===== src/rtl/div_ctrl.sv =====
// div_ctrl: EX-stage controller in front of the iterative divider.
//
// Latches the operands of a DIV/DIVU, holds the divider start request while it
// works, stalls the pipeline, and hands the {hi,lo} result to the HILO write
// path with a one-cycle write-enable pulse. A flush or a timeout annuls the
// divide.
//
// Ports:
//   clk, rst                 clock, synchronous active-high reset
//   div_req_i, div_signed_i  DIV/DIVU request from EX and its signedness
//   reg1_i, reg2_i           dividend / divisor from EX
//   flush_i, ex_stall_i      pipeline flush, downstream stall holding EX
//   div_result_i             {remainder, quotient} from the divider
//   div_ready_i              divider result valid
//   div_start_o/annul_o      divider start / cancel
//   div_signed_o, div_op*_o  latched mode and operands to the divider
//   stallreq_o               stall request to the pipeline controller
//   hi_o, lo_o, whilo_o      result to HILO and its write-enable pulse
//   err_o                    timeout pulse
module div_ctrl #(
    parameter int unsigned WIDTH   = 32,
    parameter int unsigned TIMEOUT = 48
) (
    input  logic               clk,
    input  logic               rst,
    input  logic               div_req_i,
    input  logic               div_signed_i,
    input  logic [WIDTH-1:0]   reg1_i,
    input  logic [WIDTH-1:0]   reg2_i,
    input  logic               flush_i,
    input  logic               ex_stall_i,
    input  logic [2*WIDTH-1:0] div_result_i,
    input  logic               div_ready_i,
    output logic               div_start_o,
    output logic               div_annul_o,
    output logic               div_signed_o,
    output logic [WIDTH-1:0]   div_op1_o,
    output logic [WIDTH-1:0]   div_op2_o,
    output logic               stallreq_o,
    output logic [WIDTH-1:0]   hi_o,
    output logic [WIDTH-1:0]   lo_o,
    output logic               whilo_o,
    output logic               err_o
);

    typedef enum logic [1:0] {StIdle, StBusy, StDone} state_e;

    localparam logic [7:0] TimeoutCnt = 8'(TIMEOUT);

    state_e           state_q, state_d;
    logic [WIDTH-1:0] op1_q, op1_d;
    logic [WIDTH-1:0] op2_q, op2_d;
    logic             sgn_q, sgn_d;
    logic [WIDTH-1:0] hi_q, hi_d;
    logic [WIDTH-1:0] lo_q, lo_d;
    logic [7:0]       cnt_q, cnt_d;
    logic             whilo_q, whilo_d;
    logic             err_q, err_d;
    logic             annul_q, annul_d;

    always_comb begin
        state_d = state_q;
        op1_d   = op1_q;
        op2_d   = op2_q;
        sgn_d   = sgn_q;
        hi_d    = hi_q;
        lo_d    = lo_q;
        cnt_d   = cnt_q;
        whilo_d = 1'b0;
        err_d   = 1'b0;
        annul_d = 1'b0;
        unique case (state_q)
            StIdle: begin
                if (div_req_i && !flush_i) begin
                    op1_d   = reg1_i;
                    op2_d   = reg2_i;
                    sgn_d   = div_signed_i;
                    cnt_d   = 8'd0;
                    state_d = StBusy;
                end
            end
            StBusy: begin
                // A result arriving on the last allowed cycle still wins over the timeout.
                if (flush_i) begin
                    annul_d = 1'b1;
                    state_d = StIdle;
                end else if (div_ready_i) begin
                    hi_d    = div_result_i[2*WIDTH-1:WIDTH];
                    lo_d    = div_result_i[WIDTH-1:0];
                    whilo_d = 1'b1;
                    state_d = StDone;
                end else if (cnt_q >= TimeoutCnt) begin
                    err_d   = 1'b1;
                    annul_d = 1'b1;
                    state_d = StIdle;
                end else if (cnt_q != 8'hFF) begin
                    cnt_d = cnt_q + 8'd1;
                end
            end
            StDone: begin
                // A request still held here belongs to the finished instruction.
                if (!ex_stall_i || flush_i) begin
                    state_d = StIdle;
                end
            end
            default: state_d = StIdle;
        endcase
    end

    always_ff @(posedge clk) begin
        if (rst) begin
            state_q <= StIdle;
            op1_q   <= '0;
            op2_q   <= '0;
            sgn_q   <= 1'b0;
            hi_q    <= '0;
            lo_q    <= '0;
            cnt_q   <= 8'd0;
            whilo_q <= 1'b0;
            err_q   <= 1'b0;
            annul_q <= 1'b0;
        end else begin
            state_q <= state_d;
            op1_q   <= op1_d;
            op2_q   <= op2_d;
            sgn_q   <= sgn_d;
            hi_q    <= hi_d;
            lo_q    <= lo_d;
            cnt_q   <= cnt_d;
            whilo_q <= whilo_d;
            err_q   <= err_d;
            annul_q <= annul_d;
        end
    end

    // The stall must rise in the accepting cycle itself, so it is decoded from the live request.
    assign stallreq_o   = !rst && ((state_q == StIdle && div_req_i && !flush_i) ||
                                   state_q == StBusy);
    assign div_start_o  = !rst && (state_q == StBusy);
    assign div_annul_o  = annul_q;
    assign div_signed_o = sgn_q;
    assign div_op1_o    = op1_q;
    assign div_op2_o    = op2_q;
    assign hi_o         = hi_q;
    assign lo_o         = lo_q;
    assign whilo_o      = whilo_q;
    assign err_o        = err_q;

endmodule


===== config.mk =====
export PLATFORM = sky130hd
export DESIGN_NAME = div_ctrl
export DESIGN_NICKNAME = d
export VERILOG_FILES = /design/src/rtl/div_ctrl.sv
export SDC_FILE = /design/constraint.sdc
export NUM_CORES = 1
export LEC_CHECK = 0
export CAP_MARGIN = 20
export CORE_MARGIN = 2
export CORE_UTILIZATION = 30
export DETAILED_ROUTE_END_ITERATION = 6
export GPL_ROUTABILITY_DRIVEN = 0
export HOLD_SLACK_MARGIN = 0.06
export PLACE_DENSITY = 0.71
export SLEW_MARGIN = 20
export SYNTH_ARGS = -nofsm -noshare
export SYNTH_HDL_FRONTEND = slang
export SYNTH_SLANG_ARGS = --single-unit
export TNS_END_PERCENT = 20

===== constraint.sdc =====
create_clock -name clk -period 5 [get_ports clk]
set_input_delay 1.5 -clock clk [delete_from_list [all_inputs] [get_ports clk]]
set_output_delay 1.5 -clock clk [all_outputs]
set_load 0.05 [all_outputs]

==> impl_metrics.csv <==
group,metric,value,unit
run_status,outcome,"finished clean",
synthesis,synthArstFlopShare,0,%
synthesis,yosys.area.top_type,"dfxtp_1",
global_route,grt_overflow,0,
floorplan,io_pins,269,
clocking,cts-root-buf,"clkbuf_16",
critical_path,slowest_delay,670,ps
clocking,postCtsResizedCells,0,
cells_and_area,drive_gt1_share,4.96,%
power,p_leak,0.00293,µW
critical_path,path_max_fanout,2,
drt,drcViolationCount,0,
synthesis,synth-main-ff-cell,"dfxtp_1",
synthesis,ys_seq_area_share,56.4,%
synthesis,ys_ff_latch,142,
synthesis,synthDominantCellAreaShare,56.4,%
floorplan,coreArea,16500,µm²
global_route,antenna_found_initial,0,
power,comb_power_share,13.3,%
sta,worstMarginPinSlew,868,ps
sta,finalMaxSlewViolations,0,
critical_path,crit_path_start_kind,"input port",
power,cellInternalPower,2140,µW
sta,final_hold_viol_count,0,
placed_design,io_buffers,268,
sta,clock.fmax,0.215,GHz
clocking,cts_buffers,17,
global_route,grt_pass1_vias,4692,
clocking,ctsHoldBuffers,0,
global_route,grt_use_total,16.8,%
sta,min_period_over_period,92.9,%
floorplan,dieHeight,134,µm
clocking,post_cts_buffers,0,
synthesis,postSynthAreaPerCell,8.02,µm²
drt,wl,15100,µm
critical_path,path_class,"input port to output port",
min_path,worstHoldPathType,"flop to flop",
synthesis,synthTopCellsByArea,"dfxtp_1 56%, nand2_1 19%, a21oi_1 13%",
drt,viasPerCell,4.53,
sta,fin_tns_setup,0,ps
floorplan,row_count,47,
sta,period_needed,4640,ps
synthesis,synth-edff-count,0,
cells_and_area,diodes,0,
drt,wl_per_cell,13.6,µm
sta,skew,7.11,ps
synthesis,syn-cell-area,5040,µm²
floorplan,start_util,30.5,%
sta,rsz0062_at_grt,"no",
power,pwr_density_cell,337,nW/µm²
flow_run,cap_violations,0,
drt,ant_nets,0,
sta,finalSetupViolCount,0,
global_route,grt_pass1_wl,23900,µm
critical_path,slowest_stage,"or4b_2",
cells_and_area,final_cell_area,8490,µm²
floorplan,dieArea,17900,µm²
drt,drt-pass1-iter-count,4,
synthesis,syn-num-nets,766,
global_route,grt_start_max_net_pins,73,
drt,num_vias,5017,
synthesis,synth_warnings,0,
synthesis,yosysUniqueCellTypes,36,
clocking,htree_levels,4,
critical_path,required,3500,ps
critical_path,path_cells,"clkdlybuf4s50_1, or4b_2, a21oi_1, buf_12",
cells_and_area,nNetsFinal,1011,
sta,slew_headroom,41.3,%
power,peakVddDrop,0.000205,V
clocking,worstSkewPairLatency,410,ps
power,pwr-share-seq,41.3,%
placed_design,postPlaceCellArea,7880,µm²
drt,drt_iter0_drc,178,
power,pwr-share-clk,45.4,%
clocking,path_clk_slew,60,ps
critical_path,end_kind,"output port",
cells_and_area,area_growth,68.3,%
clocking,tritoncts,"built",
power,swShare,25.4,%
synthesis,synthCells,629,
clocking,clk_path_buf_depth,2,
floorplan,chipWidth,134,µm
power,switchingPower,725,µW
placed_design,dpl.hpwl,10200,µm
clocking,cts.sinks,142,
critical_path,cp_data_arrival_time,3140,ps
==> routing by layer <==
layer  part of all wire (%)  wire [µm]  global-route usage, %
met5                      0          0                      0
met4                    2.0        303                   6.44
met3                     10       1570                   7.04
met2                     45       6850                   28.1
met1                     42       6390                   19.1
==> metrics by stage <==
stage                     instances  hold slack [ps]  setup slack (ps)  total power (µW)  utilization [%]
final                          1107              451               356              2860             51.4
after global routing           1107              465               287              2970             51.4
after CTS                      1107              454               332              2910             51.4
after detailed placement       1075              445               348              1590             47.7
after global placement         1075              440               340              1590             47.7
after floorplan                 629              470               168              1400                -
==> power groups by stage <==
stage          clock network (µW)  registers, µW  logic, µW
5_1_grt                      1380           1180        406
6_report                     1300           1180        382
3_3_place_gp                    0           1200        384
3_5_place_dp                    0           1210        384
2_1_floorplan                   0           1310       82.4
4_1_cts                      1340           1180        385
==> sequential cells by signal (all words and copies together) (netlist names) <==
signal,flops
err_o,1
cnt_q,8
div_signed_o,1
whilo_o,1
hi_o,32
lo_o,32
state_q,2
div_op1_o,32
div_annul_o,1
div_op2_o,32
==> layout by cell type (no fill, tap or decap), types with 2 or more instances in the layout <==
master,count
nand3_1,3
inv_1,3
clkinvlp_4,3
clkdlybuf4s50_1,266
nand2_1,258
buf_4,8
nand3b_1,3
nor2_1,3
nor3b_1,2
dfxtp_1,142
nor4b_1,2
a21oi_1,136
clkinv_2,3
and3b_1,2
ha_1,2
o211ai_1,4
bufinv_16,3
clkbuf_16,17
a211oi_1,2
inv_6,3
and4b_1,2
==> Yosys cell counts (2+ instances only) <==
cell / n
dfxtp_1: 142
nand3_1: 3
a21oi_1: 136
nand2_1: 258
o211ai_1: 4
and4b_1: 2
nand3b_1: 3
inv_1: 3
buf_2: 9
a211oi_1: 2
and3b_1: 2
ha_1: 2
nor2_1: 3
nor4b_1: 2
clkbuf_1: 32
buf_1: 5
nor3b_1: 2
==> critical path: cells and delay by family <==
kind                   cells  cell delay [ps]
and+or+nand+nor            1              670
buffers and inverters      2              650
AOI/OAI and AO/OA          1              310
==> cell type report <==
type | instances | area (µm²)
Multi-Input combinational cell | 435 | 2010
Timing Repair Buffer | 275 | 2740
Inverter | 3 | 11.3
Fill cell | 1569 | 8040
Sequential cell | 142 | 2840
Clock buffer | 19 | 443
Tap cell | 220 | 275
Clock inverter | 13 | 163
==> path summary, 6_finish.rpt <==
| kind | startpoint | slack [ps] | cells after the start | to |
|---|---|---|---|---|
| max reg2reg | state_q[0]$_SDFFE_PP0P_ | 2840 | 4 | lo_o[2]$_SDFFE_PP0P_ |
| min reg2reg | div_op1_o[9]$_SDFFE_PP0P_ | 450 | 2 | div_op1_o[9]$_SDFFE_PP0P_ |
| min | div_op1_o[9]$_SDFFE_PP0P_ | 450 | 2 | div_op1_o[9]$_SDFFE_PP0P_ |
| max | div_req_i | 360 | 4 | stallreq_o |
==> kinds of logic (layout without fill, tap and decap cells) <==
family	after synthesis	count (layout)	synth area share (%)
compound gates	148	148	15.4
fa+ha+maj	2	2	0.496
buf+inv	52	310	4.34
flops	142	142	56.4
simple gates	285	285	23.3
Note: power is estimated with default switching activity, not from simulation.
